--- src/rtl/gray_updown_counter_if.sv ---
// Control and status bundle for the Gray up/down counter.
// The master drives the count controls and the slave returns the registered count state.
interface gray_updown_counter_if #(
   parameter int WIDTH = 4
);
   logic             clr;
   logic             load;
   logic [WIDTH-1:0] load_gray;
   logic             en;
   logic             up_dn;
   logic [WIDTH-1:0] gray_out;
   logic [WIDTH-1:0] bin_out;
   logic             at_max;
   logic             at_min;
   logic             wrap_p;
   logic             sat_p;

   modport master (
      output clr, load, load_gray, en, up_dn,
      input  gray_out, bin_out, at_max, at_min, wrap_p, sat_p
   );

   modport slave (
      input  clr, load, load_gray, en, up_dn,
      output gray_out, bin_out, at_max, at_min, wrap_p, sat_p
   );
endinterface

--- src/rtl/gray_updown_counter.sv ---
// Parametrised up/down Gray counter. Binary and Gray state are registered together,
// so gray_out moves by exactly one bit on every step taken through en.
module gray_updown_counter #(
   parameter int WIDTH   = 4,
   parameter bit WRAP_EN = 1'b1
) (
   input logic               clk,
   input logic               rst,
   gray_updown_counter_if.slave bus
);
   localparam logic [WIDTH-1:0] MAX_C  = {WIDTH{1'b1}};
   localparam logic [WIDTH-1:0] ZERO_C = {WIDTH{1'b0}};
   localparam logic [WIDTH-1:0] ONE_C  = {{(WIDTH-1){1'b0}}, 1'b1};

   function automatic logic [WIDTH-1:0] gray2bin(input logic [WIDTH-1:0] g);
      logic [WIDTH-1:0] b;
      b[WIDTH-1] = g[WIDTH-1];
      for (int i = WIDTH - 2; i >= 0; i--) begin
         b[i] = b[i+1] ^ g[i];
      end
      return b;
   endfunction

   function automatic logic [WIDTH-1:0] bin2gray(input logic [WIDTH-1:0] b);
      return b ^ (b >> 1);
   endfunction

   logic [WIDTH-1:0] bin_r;
   logic [WIDTH-1:0] gray_r;
   logic             wrap_r;
   logic             sat_r;
   logic             at_max_r;
   logic             at_min_r;

   logic [WIDTH-1:0] next_bin_s;
   logic [WIDTH-1:0] next_gray_s;
   logic             next_wrap_s;
   logic             next_sat_s;

   // Next-state selection: clr over load over en; limits either wrap or saturate.
   always_comb begin
      next_bin_s  = bin_r;
      next_gray_s = gray_r;
      next_wrap_s = 1'b0;
      next_sat_s  = 1'b0;
      if (bus.clr) begin
         next_bin_s  = ZERO_C;
         next_gray_s = ZERO_C;
      end else if (bus.load) begin
         next_bin_s  = gray2bin(bus.load_gray);
         next_gray_s = bus.load_gray;
      end else if (bus.en) begin
         if (bus.up_dn) begin
            if (bin_r == MAX_C) begin
               if (WRAP_EN) begin
                  next_bin_s  = ZERO_C;
                  next_wrap_s = 1'b1;
               end else begin
                  next_sat_s  = 1'b1;
               end
            end else begin
               next_bin_s = bin_r + ONE_C;
            end
         end else begin
            if (bin_r == ZERO_C) begin
               if (WRAP_EN) begin
                  next_bin_s  = MAX_C;
                  next_wrap_s = 1'b1;
               end else begin
                  next_sat_s  = 1'b1;
               end
            end else begin
               next_bin_s = bin_r - ONE_C;
            end
         end
         next_gray_s = bin2gray(next_bin_s);
      end else begin
         next_bin_s  = bin_r;
         next_gray_s = gray_r;
      end
   end

   // State and status registers; limit flags are registered alongside the count.
   always_ff @(posedge clk) begin
      if (rst) begin
         bin_r    <= ZERO_C;
         gray_r   <= ZERO_C;
         wrap_r   <= 1'b0;
         sat_r    <= 1'b0;
         at_max_r <= 1'b0;
         at_min_r <= 1'b1;
      end else begin
         bin_r    <= next_bin_s;
         gray_r   <= next_gray_s;
         wrap_r   <= next_wrap_s;
         sat_r    <= next_sat_s;
         at_max_r <= (next_bin_s == MAX_C);
         at_min_r <= (next_bin_s == ZERO_C);
      end
   end

   assign bus.gray_out = gray_r;
   assign bus.bin_out  = bin_r;
   assign bus.at_max   = at_max_r;
   assign bus.at_min   = at_min_r;
   assign bus.wrap_p   = wrap_r;
   assign bus.sat_p    = sat_r;
endmodule

--- src/flat_wrapper.sv ---
// flat-port wrapper written by rule: the top's interface ports become plain ports
module gray_updown_counter_flat 
#(
   parameter int WIDTH   = 4,
   parameter bit WRAP_EN = 1'b1
)
  (clk, rst, bus_clr, bus_load, bus_load_gray, bus_en, bus_up_dn, bus_gray_out, bus_bin_out, bus_at_max, bus_at_min, bus_wrap_p, bus_sat_p);
  gray_updown_counter_if #(.WIDTH(WIDTH)) bus_i ();
  input logic clk;
  input logic rst;
  input wire logic [$bits(bus_i.clr)-1:0] bus_clr;
  input wire logic [$bits(bus_i.load)-1:0] bus_load;
  input wire logic [$bits(bus_i.load_gray)-1:0] bus_load_gray;
  input wire logic [$bits(bus_i.en)-1:0] bus_en;
  input wire logic [$bits(bus_i.up_dn)-1:0] bus_up_dn;
  output wire logic [$bits(bus_i.gray_out)-1:0] bus_gray_out;
  output wire logic [$bits(bus_i.bin_out)-1:0] bus_bin_out;
  output wire logic [$bits(bus_i.at_max)-1:0] bus_at_max;
  output wire logic [$bits(bus_i.at_min)-1:0] bus_at_min;
  output wire logic [$bits(bus_i.wrap_p)-1:0] bus_wrap_p;
  output wire logic [$bits(bus_i.sat_p)-1:0] bus_sat_p;
  assign bus_i.clr = bus_clr;
  assign bus_i.load = bus_load;
  assign bus_i.load_gray = bus_load_gray;
  assign bus_i.en = bus_en;
  assign bus_i.up_dn = bus_up_dn;
  assign bus_gray_out = bus_i.gray_out;
  assign bus_bin_out = bus_i.bin_out;
  assign bus_at_max = bus_i.at_max;
  assign bus_at_min = bus_i.at_min;
  assign bus_wrap_p = bus_i.wrap_p;
  assign bus_sat_p = bus_i.sat_p;
  gray_updown_counter #(.WIDTH(WIDTH), .WRAP_EN(WRAP_EN)) u_core (.clk(clk), .rst(rst), .bus(bus_i));
endmodule
--- config.mk ---
export PLATFORM = sky130hd
export DESIGN_NAME = gray_updown_counter_flat
export DESIGN_NICKNAME = d
export VERILOG_FILES = /design/src/rtl/gray_updown_counter_if.sv /design/src/rtl/gray_updown_counter.sv /design/src/flat_wrapper.sv
export SDC_FILE = /design/constraint.sdc
export NUM_CORES = 1
export LEC_CHECK = 0
export CELL_PAD_IN_SITES_DETAIL_PLACEMENT = 0
export CELL_PAD_IN_SITES_GLOBAL_PLACEMENT = 2
export CORE_AREA = 2 2 58 54
export DETAILED_ROUTE_END_ITERATION = 7
export DIE_AREA = 0 0 60 56
export PLACE_DENSITY_LB_ADDON = 0.1
export SYNTH_ARGS = -nofsm -noshare
export SYNTH_HDL_FRONTEND = slang
export SYNTH_SLANG_ARGS = --single-unit
--- constraint.sdc ---
create_clock -name clk -period 4.11 [get_ports clk]
set_input_delay 0.822 -clock clk [delete_from_list [all_inputs] [get_ports clk]]
set_output_delay 0.822 -clock clk [all_outputs]
set_load 0.02 [all_outputs]
==> impl_metrics.xml <==
<?xml version="1.0" encoding="UTF-8"?>
<metrics>
  <group name="status">
    <metric name="outcome" unit="">finished, final reports clean</metric>
  </group>
  <group name="clock_tree">
    <metric name="ctsLongestPathBuffers" unit="">2</metric>
    <metric name="clock-sinks" unit="">11</metric>
    <metric name="cts_tree" unit="">yes</metric>
    <metric name="cts_repair_resize_count" unit="">0</metric>
    <metric name="insertion_delay" unit="ns">0.27</metric>
    <metric name="cts_buffer_count" unit="">3</metric>
    <metric name="clkSlewWorstSetupHoldPaths" unit="ns">0.08</metric>
    <metric name="cts.hold.buffers_added" unit="">0</metric>
    <metric name="postCtsSetupRepairBufs" unit="">0</metric>
    <metric name="root_buffer" unit="">clkbuf_4</metric>
    <metric name="cts-htree-levels" unit="">1</metric>
  </group>
  <group name="min_path">
    <metric name="destination_of_the_worst_hold_path" unit="">u_core.bus.gray_out[1]$_SDFFE_PP0P_</metric>
    <metric name="cell_count_of_the_worst_hold_path" unit="">3</metric>
    <metric name="worstHoldStart" unit="">u_core.bus.gray_out[1]$_SDFFE_PP0P_</metric>
    <metric name="holdCritPathClass" unit="">reg2reg</metric>
  </group>
  <group name="sta">
    <metric name="max_freq" unit="MHz">384</metric>
    <metric name="final_period_minus_worst_setup_slack" unit="ns">2.61</metric>
    <metric name="final_max_slew_viol_count" unit="">0</metric>
    <metric name="rsz0062_at_grt" unit="">no</metric>
    <metric name="timing.final.hold_violations" unit="">0</metric>
    <metric name="setup_viol" unit="">0</metric>
    <metric name="fin_skew" unit="ns">0.0109</metric>
    <metric name="tns" unit="ns">0</metric>
    <metric name="max-slew-margin-rel" unit="%">57.8</metric>
    <metric name="final_critical_path_setup_slack" unit="ns">1.50</metric>
    <metric name="timing.final.crit_share" unit="%">63.4</metric>
    <metric name="worstMarginPinSlew" unit="ns">0.626</metric>
  </group>
  <group name="logic_synthesis">
    <metric name="number_of_nets_in_the_synthesized_netlist" unit="">100</metric>
    <metric name="synth.distinct_cells" unit="">37</metric>
    <metric name="synth.cell_area" unit="um2">746</metric>
    <metric name="synth_top_family_by_area" unit="">compound AO/OA/AOI/OAI gates</metric>
    <metric name="synthAdderAreaFrac" unit="%">3.36</metric>
    <metric name="syn_area_per_cell" unit="um2">8.47</metric>
    <metric name="post_synth_xor_area_fraction" unit="%">10.6</metric>
    <metric name="yosys_warnings" unit="">0</metric>
    <metric name="netlist_instances" unit="">88</metric>
    <metric name="synth-simple-area-share" unit="%">21.3</metric>
    <metric name="compound_gate_portion_of_the_synthesized_area" unit="%">25.8</metric>
    <metric name="yosysSeqAreaShare" unit="%">29.5</metric>
    <metric name="synthDominantAreaCellType" unit="">dfxtp_1</metric>
    <metric name="netlist.area_leader.share" unit="%">29.5</metric>
    <metric name="yosys-top-cells-area" unit="">dfxtp_1 (30%), xor2_1 (5.9%), o21ai_0 (4.7%), xnor2_1 (4.7%), nor2_1 (4.0%)</metric>
    <metric name="synth-seq-cells" unit="">11</metric>
    <metric name="post_synth_mux_area_share" unit="%">1.34</metric>
  </group>
  <group name="finish">
    <metric name="areaGrowthSynthToFinish" unit="%">31.0</metric>
    <metric name="num-nets-final" unit="">119</metric>
    <metric name="antenna_cells" unit="">0</metric>
    <metric name="most_frequent_standard_cell_in_the_layout_excluding_fill_and_tap_cells" unit="">clkdlybuf4s50_1</metric>
    <metric name="sequential_cell_area" unit="um2">220</metric>
    <metric name="layout.filler_cells" unit="">294</metric>
    <metric name="most-common-layout-cells" unit="">clkdlybuf4s50_1 (20), dfxtp_1 (11), nor2_1 (8), o21ai_0 (7)</metric>
    <metric name="layout-drive-gt1-share" unit="%">9.43</metric>
    <metric name="multi_input_comb_area" unit="um2">469</metric>
  </group>
  <group name="pwr">
    <metric name="p_leak" unit="nW">0.376</metric>
    <metric name="cellPowerDensity" unit="nW/um2">289</metric>
    <metric name="peakVddDrop" unit="mV">0.143</metric>
  </group>
  <group name="drt">
    <metric name="routed_wire_length_per_instance" unit="um">12.8</metric>
    <metric name="vias" unit="">687</metric>
    <metric name="postRouteAntennaNets" unit="">0</metric>
    <metric name="drt_first_pass_iters" unit="">4</metric>
    <metric name="initialDrtViolationCount" unit="">15</metric>
    <metric name="drt-vias-per-instance" unit="">4.71</metric>
    <metric name="drc_errors" unit="">0</metric>
    <metric name="finalWirelength" unit="um">1870</metric>
  </group>
  <group name="critical_path">
    <metric name="timing.rr.start" unit="">u_core.bus.bin_out[0]$_SDFF_PP0_</metric>
    <metric name="crit-reg2reg-capture" unit="">u_core.bus.at_max$_SDFF_PP0_</metric>
    <metric name="startpoint_type" unit="">primary input</metric>
    <metric name="largest_driver_fanout_on_the_critical_path" unit="">17</metric>
    <metric name="reg2reg_setup_slack" unit="ns">2.04</metric>
    <metric name="cp-end-kind" unit="">flip-flop</metric>
    <metric name="worst_r2r_path_depth" unit="">7</metric>
    <metric name="critical_path_required" unit="ns">4.32</metric>
    <metric name="cp_data_arrival_time" unit="ns">2.82</metric>
    <metric name="critical_path_class" unit="">in2reg</metric>
  </group>
  <group name="floorplanning">
    <metric name="die_y" unit="um">56</metric>
    <metric name="fp.dieArea" unit="um2">3360</metric>
    <metric name="core.rowCount" unit="">18</metric>
    <metric name="die_width" unit="um">60</metric>
    <metric name="floorplan.initialDensity" unit="%">27.4</metric>
    <metric name="placeableCoreArea" unit="um2">2730</metric>
    <metric name="boundary_pins" unit="">22</metric>
  </group>
  <group name="place">
    <metric name="dp_worst_setup_slack" unit="ns">1.28</metric>
    <metric name="portBuffers" unit="">20</metric>
    <metric name="globalplace.congestion" unit="">0.735</metric>
    <metric name="place.detailed.hpwl" unit="um">1420</metric>
  </group>
  <group name="job">
    <metric name="drv_cap" unit="">0</metric>
  </group>
  <group name="grt">
    <metric name="first_global_vias" unit="">630</metric>
    <metric name="pin_count_of_the_biggest_net_entering_global_routing" unit="">18</metric>
    <metric name="grt_pass1_wl" unit="um">3100</metric>
    <metric name="grt_overflow_total" unit="">0</metric>
    <metric name="grt_antenna_before_repair" unit="">0</metric>
    <metric name="groute.usage.overall" unit="%">12.4</metric>
  </group>
</metrics>
-- final cells by class --
type                    count  area share (%)
flip-flops and latches     11            22.5
inverters                   3            1.15
clock buffers               4            2.69
well taps                  40            5.12
repair buffers             20            20.5
multi-input cells          68            48.0
-- synth_stat cells --
| master | instances |
|---|---|
| xnor2_1 | 4 |
| a21o_1 | 2 |
| o311a_1 | 1 |
| a31oi_1 | 2 |
| o31ai_1 | 1 |
| and3_1 | 2 |
| o211ai_1 | 1 |
| a21oi_1 | 5 |
| o31a_1 | 1 |
| or2_2 | 2 |
| buf_6 | 2 |
| ha_1 | 2 |
| mux2i_1 | 1 |
| a211o_1 | 1 |
| o311ai_0 | 1 |
| clkbuf_2 | 2 |
| dfxtp_1 | 11 |
| nor3_1 | 1 |
| buf_2 | 1 |
| nand4_1 | 1 |
| o22ai_2 | 1 |
| nor4b_1 | 3 |
| xor2_1 | 5 |
| a2bb2oi_2 | 1 |
| nand2b_1 | 2 |
| conb_1 | 1 |
| a41o_1 | 1 |
| nor2_1 | 8 |
| nand2_1 | 5 |
| o21ai_0 | 7 |
| inv_1 | 3 |
| or2b_2 | 2 |
| a22o_1 | 1 |
| buf_4 | 1 |
| a21boi_0 | 1 |
| or3_2 | 1 |
| or4b_1 | 1 |
-- critical path: stages --
cell	delay [ns]
clkdlybuf4s50_1	0.69
or2b_2	0.45
o311ai_0	0.59
a41o_1	0.26
-- per-stage QoR --
step	cell area, um2	power (mW)	std cells	utilization, %	hold slack [ns]
floorplan	746	0.178	88	-	0.664
global placement	951	0.209	142	34.9	0.594
detailed placement	951	0.208	142	34.9	0.595
CTS	977	0.287	146	35.9	0.607
global route	977	0.300	146	35.9	0.646
finish	977	0.282	146	35.9	0.600
-- sequential cells by signal, indices dropped and copies added, names as in the netlist --
register	cells
u_core.bus.bin_out	4
u_core.bus.gray_out	4
u_core.bus.at_min	1
u_core.bus.wrap_p	1
u_core.bus.at_max	1
-- layer usage --
layer | global-route usage [%] | vias to the layer above | share of wire, %
li1 | - | 353 | -
met1 | 17.0 | 320 | 51
met2 | 18.0 | 14 | 44
met3 | 5.58 | 0 | 4.3
met4 | 1.90 | 0 | 0
met5 | 0 | - | 0
-- cells by family (layout without fill, tap and decap cells) --
kind of cell,Yosys count,after routing
AND/OR/NAND/NOR,28,28
AO/OA/AOI/OAI,27,27
flip-flops,11,11
XOR/XNOR,9,9
buffers and inverters,9,27
adder cells (fa/ha/maj),2,2
other,1,1
multiplexers,1,1
-- how the worst max path moves through the flow --
stage | cells after the start | from | end | slack, ns
after floorplan | 4 | bus_en | u_core.bus.at_min$_SDFF_PP1_ | 2.07
after global placement | 4 | bus_load | u_core.bus.at_min$_SDFF_PP1_ | 1.33
after detailed placement | 4 | bus_load | u_core.bus.at_min$_SDFF_PP1_ | 1.28
after CTS | 4 | bus_load | u_core.bus.at_min$_SDFF_PP1_ | 1.57
after global routing | 4 | bus_load | u_core.bus.at_min$_SDFF_PP1_ | 1.41
final | 4 | bus_load | u_core.bus.at_min$_SDFF_PP1_ | 1.50
-- report_power, final --
part	switching [mW]	internal (mW)
Sequential	0.00717	0.112
Clock	0.0392	0.0376
Combinational	0.0446	0.0415
Power figures use the tool's default switching activity.
